==> config.mk <==
export PLATFORM = sky130hd
export DESIGN_NAME = match_victory
export DESIGN_NICKNAME = d
export VERILOG_FILES = /design/src/rtl/match_victory.sv
export SDC_FILE = /design/constraint.sdc
export NUM_CORES = 1
export LEC_CHECK = 0
export ABC_AREA = 1
export CELL_PAD_IN_SITES_DETAIL_PLACEMENT = 0
export CELL_PAD_IN_SITES_GLOBAL_PLACEMENT = 1
export CORE_MARGIN = 2
export CORE_UTILIZATION = 25
export DETAILED_ROUTE_END_ITERATION = 6
export GPL_TIMING_DRIVEN = 0
export MAX_ROUTING_LAYER = met4
export PLACE_DENSITY = 0.66
export REMOVE_ABC_BUFFERS = 1
export SLEW_MARGIN = 5
export SYNTH_ARGS = -nofsm -noshare
export SYNTH_HDL_FRONTEND = slang
export SYNTH_SLANG_ARGS = --single-unit
==> constraint.sdc <==
create_clock -name clk -period 2.22 [get_ports clk]
set_input_delay 0.333 -clock clk [delete_from_list [all_inputs] [get_ports clk]]
set_output_delay 0.333 -clock clk [all_outputs]
set_load 0.005 [all_outputs]
==> src/rtl/match_victory.sv <==
// Best-of-N tug-of-war match controller: detects round wins, keeps per-player
// scores, holds the playfield in reset between rounds and latches the match winner.
module match_victory #(
  parameter int unsigned WIN_ROUNDS  = 3,
  parameter int unsigned SCORE_W     = 3,
  parameter int unsigned HOLD_CYCLES = 4
) (
  input  logic               clk,
  input  logic               reset,
  input  logic               leftKey,
  input  logic               rightKey,
  input  logic               leftLED,
  input  logic               rightLED,
  input  logic               newMatch,
  output logic [SCORE_W-1:0] p1Score,
  output logic [SCORE_W-1:0] p2Score,
  output logic               roundWin1,
  output logic               roundWin2,
  output logic               player1Win,
  output logic               player2Win,
  output logic               playfieldReset
);

  localparam int unsigned CNT_W = $clog2(HOLD_CYCLES) + 1;

  localparam logic [1:0] S_PLAY = 2'd0;
  localparam logic [1:0] S_HOLD = 2'd1;
  localparam logic [1:0] S_OVER = 2'd2;

  localparam logic [SCORE_W-1:0] WIN_SC    = SCORE_W'(WIN_ROUNDS);
  localparam logic [CNT_W-1:0]   HOLD_LOAD = CNT_W'(HOLD_CYCLES - 1);

  logic [1:0]         state_q, state_d;
  logic [CNT_W-1:0]   cnt_q, cnt_d;
  logic [SCORE_W-1:0] p1_q, p1_d, p2_q, p2_d;
  logic               rw1_q, rw1_d, rw2_q, rw2_d;
  logic               w1_q, w1_d, w2_q, w2_d;

  logic               win_l, win_r;
  logic [SCORE_W-1:0] p1_inc, p2_inc;

  // Both keys down is a contested press and never scores.
  assign win_l  = leftLED  & leftKey  & ~rightKey;
  assign win_r  = rightLED & rightKey & ~leftKey;
  assign p1_inc = p1_q + 1'b1;
  assign p2_inc = p2_q + 1'b1;

  always_comb begin
    state_d = state_q;
    cnt_d   = cnt_q;
    p1_d    = p1_q;
    p2_d    = p2_q;
    rw1_d   = 1'b0;
    rw2_d   = 1'b0;
    w1_d    = w1_q;
    w2_d    = w2_q;
    case (state_q)
      S_PLAY: begin
        if (newMatch) begin
          p1_d = '0;
          p2_d = '0;
        end else if (win_l) begin
          p1_d  = p1_inc;
          rw1_d = 1'b1;
          if (p1_inc == WIN_SC) begin
            state_d = S_OVER;
            w1_d    = 1'b1;
          end else begin
            state_d = S_HOLD;
            cnt_d   = HOLD_LOAD;
          end
        end else if (win_r) begin
          p2_d  = p2_inc;
          rw2_d = 1'b1;
          if (p2_inc == WIN_SC) begin
            state_d = S_OVER;
            w2_d    = 1'b1;
          end else begin
            state_d = S_HOLD;
            cnt_d   = HOLD_LOAD;
          end
        end
      end
      S_HOLD: begin
        if (newMatch) begin
          p1_d    = '0;
          p2_d    = '0;
          state_d = S_PLAY;
        end else if (cnt_q == '0) begin
          state_d = S_PLAY;
        end else begin
          cnt_d = cnt_q - 1'b1;
        end
      end
      S_OVER: begin
        if (newMatch) begin
          p1_d    = '0;
          p2_d    = '0;
          w1_d    = 1'b0;
          w2_d    = 1'b0;
          state_d = S_PLAY;
        end
      end
      default: state_d = S_PLAY;
    endcase
  end

  always_ff @(posedge clk or negedge reset) begin
    if (!reset) begin
      state_q <= S_PLAY;
      cnt_q   <= '0;
      p1_q    <= '0;
      p2_q    <= '0;
      rw1_q   <= 1'b0;
      rw2_q   <= 1'b0;
      w1_q    <= 1'b0;
      w2_q    <= 1'b0;
    end else begin
      state_q <= state_d;
      cnt_q   <= cnt_d;
      p1_q    <= p1_d;
      p2_q    <= p2_d;
      rw1_q   <= rw1_d;
      rw2_q   <= rw2_d;
      w1_q    <= w1_d;
      w2_q    <= w2_d;
    end
  end

  assign p1Score        = p1_q;
  assign p2Score        = p2_q;
  assign roundWin1      = rw1_q;
  assign roundWin2      = rw2_q;
  assign player1Win     = w1_q;
  assign player2Win     = w2_q;
  assign playfieldReset = (state_q != S_PLAY);

endmodule

==> key figures, run 1 <==
Outcome
  • Status: complete, no violations

Setup path
  • Slowest CP cell: clkdlybuf4s50_1
  • Setup CP Type: flip-flop to output pin
  • Worst-path cell chain: inv_1 -> ha_1 -> inv_1 -> clkdlybuf4s50_1
  • Crit path DAT: 1.62 ns
  • CP required: 1.89 ns
  • Kind of start point of the critical path: flip-flop
  • CP Capture Type: output pin
  • Crit path max-delay family: buffers and inverters
  • Worst Path Buf+Inv: 3
  • Most used cell, CP: inv_1
  • Crit path max fanout: 6
  • Slowest cell delay on critical path: 0.50 ns

Route
  • DR WL/cell: 9.841 um
  • DRT Pass-1 Iters: 3
  • Via count: 801
  • Post-Route WL: 1.860 mm
  • Iteration-0 DRC Markers: 17
  • Routed vias/inst: 4.238
  • DRC: 0
  • Post-route ant nets: 0

STA
  • Least-Margin Pin Slew: 0.6927 ns
  • Unrepaired setup endpoints after global routing: no
  • Final setup viols: 0
  • Fmax: 0.5119 GHz
  • Worst slew margin: 53.67%
  • Final period utilization: 87.99%
  • Final Hold Viols: 0
  • Clock skew: 0.006174 ns
  • Pins Over Slew Limit: 0
  • Min Tclk post-route: 1.953 ns
  • Fin Setup TNS: 0 ns

CTS
  • CTS H-tree lvls: 1
  • Root Driver: clkbuf_8
  • Total CTS buffers: 3
  • CTS tree: yes
  • Clk slew on worst S/H paths: 0.07 ns
  • # hold bufs at CTS: 0
  • Setup bufs post-CTS: 0
  • Clk buf depth: 2
  • Clk_lat worst skew: 0.25 ns
  • # clock sinks: 15
  • Post-CTS resize count: 0

Die
  • Chip width: 65.68 um
  • Starting Density: 25.97%
  • IO Count: 18
  • Core area: 0.003661 mm^2
  • Row count: 22
  • Die ar.: 0.004313 mm^2
  • Die height: 65.68 um

Global route
  • First-pass GRT wire length: 3.291 mm
  • Gr ovfl total: 0
  • Initial antenna violation count: 0
  • Largest net degree at the start of global routing: 16
  • Tot GR Track Use: 10.40%
  • Number of global-route vias before repair: 763

Yosys
  • Mapped Cells: 120
  • Avg Cell Area, Syn: 7.924 um^2
  • Mapped Area: 950.9 um^2
  • Top cells by area, synth: dfrtp_1, ha_1, nand2_1
  • Synth top area share: 39.47%
  • Sequential fraction of the synthesis area: 39.47%
  • Netlist cell types: 19
  • Synth area leader: dfrtp_1
  • Synth Register Bits: 15
  • Synth warn: 0

Finish
  • Area Growth Syn to Fin: 29.08%
  • Post-Layout Cell Count: 189
  • N_diodes: 0
  • Fillers: 386
  • Layout cells sized above 1: 12.77%
  • # nets final: 159

Hold path
  • Worst min-delay path category: flip-flop to flip-flop

Placement
  • Buffers added on ports: 17
  • Placed cells: 185
  • Routability cong.: 0.7504
  • Dpl hpwl: 1.557 mm

Pwr
  • Static leakage: 0.0005961 uW
  • Max IR drop VDD: 488.9 uV
  • P per Cell Area: 1184 mW/mm^2

Flow run
  • Max-cap violation count: 0
-- where the power goes --
part           total, uW  switching [uW]  internal (uW)
clock network        221            97.1            124
registers            447            75.2            372
logic                785             429            355
total               1450             602            851
-- final cells by class --
type	count	area, um^2	area share (%)
Multi-Input combinational cell	81	485.5	39.55
Sequential cell	15	375.4	30.58
Timing Repair Buffer	17	170.2	13.86
Inverter	24	90.09	7.339
Tap cell	48	60.06	4.893
Clock buffer	3	41.29	3.364
Clock inverter	1	5.005	0.4077
-- cell usage after synthesis (all sizes together) --
cell and instances:
nand2 29, inv 24, dfrtp 15, o21ai 12
nand3 11, ha 10, nor2 9, a21oi 4
and2 2, nand4 2, nand3b 1, nor3 1
-- layout by cell type (no fill, tap or decap), drive strengths merged, types with 2 or more instances in the layout --
cell           synthesis  routed
dfrtp                 15      15
nor2                   9       9
clkdlybuf4s50          0      17
o21ai                 12      12
inv                   24      24
clkbuf                 0       3
a21oi                  4       4
nand4                  2       2
and2                   2       2
nand2                 29      29
ha                    10      10
nand3                 11      11
-- stage by stage --
| stage | total power, uW | hold slack (ns) | area (um^2) | setup slack, ns | util [%] |
|---|---|---|---|---|---|
| floorplan | 974.8 | 0.03741 | 950.9 | 0.8675 | - |
| global route | 1627 | 0.5286 | 1227 | 0.1685 | 33.53 |
| detailed placement | 1251 | 0.4676 | 1181 | 0.5087 | 32.26 |
| global placement | 1228 | 0.4572 | 1181 | 0.5231 | 32.26 |
| CTS | 1481 | 0.4839 | 1227 | 0.2439 | 33.53 |
| finish | 1453 | 0.4768 | 1227 | 0.2667 | 33.53 |
-- worst paths after layout --
path | cells after the start | slack [ns] | startpoint | to
max in group asynchronous | 1 | 1.27 | reset | player1Win
min in group asynchronous | 1 | 0.50 | reset | p2Score[0]
worst min-delay path | 2 | 0.48 | cnt_q[2] | cnt_q[2]
worst max register to register | 9 | 0.69 | state_q[0] | cnt_q[1]
worst max-delay path | 4 | 0.27 | state_q[0] | playfieldReset
worst min register to register | 2 | 0.48 | cnt_q[2] | cnt_q[2]
-- flip-flops by register name, summed over array words and instances, names as in the netlist --
| signal | flops |
|---|---|
| roundWin2 | 1 |
| player1Win | 1 |
| cnt_q | 3 |
| player2Win | 1 |
| p2Score | 3 |
| p1Score | 3 |
| roundWin1 | 1 |
| state_q | 2 |
-- per-layer routing --
layer,wire length (um),GRT usage [%]
met5,0,-
met4,13,1.563
met3,89,4.110
met2,878,16.04
met1,879,13.15
-- cells by family after synthesis --
group,after synthesis,share of synthesized area [%]
AOI/OAI and AO/OA,16,10.79
buffers and inverters,24,9.474
adders and majority gates,10,13.16
DFF,15,39.47
and+or+nand+nor,55,27.10
-- tightest hold or removal path, stage by stage, from the launching register on --
cell and delay (ns):
dfrtp_1 0.34, nand2_1 0.06, nand2_1 0.05
Note: power is estimated with default switching activity, not from simulation.
==> inputs of run 2 (changes only) <==
--- a/config.mk
+++ b/config.mk
@@ -10,6 +10,7 @@
 export CELL_PAD_IN_SITES_GLOBAL_PLACEMENT = 1
 export CORE_MARGIN = 2
 export CORE_UTILIZATION = 25
+export CTS_CLUSTER_SIZE = 20
 export DETAILED_ROUTE_END_ITERATION = 6
 export GPL_TIMING_DRIVEN = 0
 export MAX_ROUTING_LAYER = met4
==> results of run 2 <==
No change in the layout: final DEF, timing and power equal those of run 1.
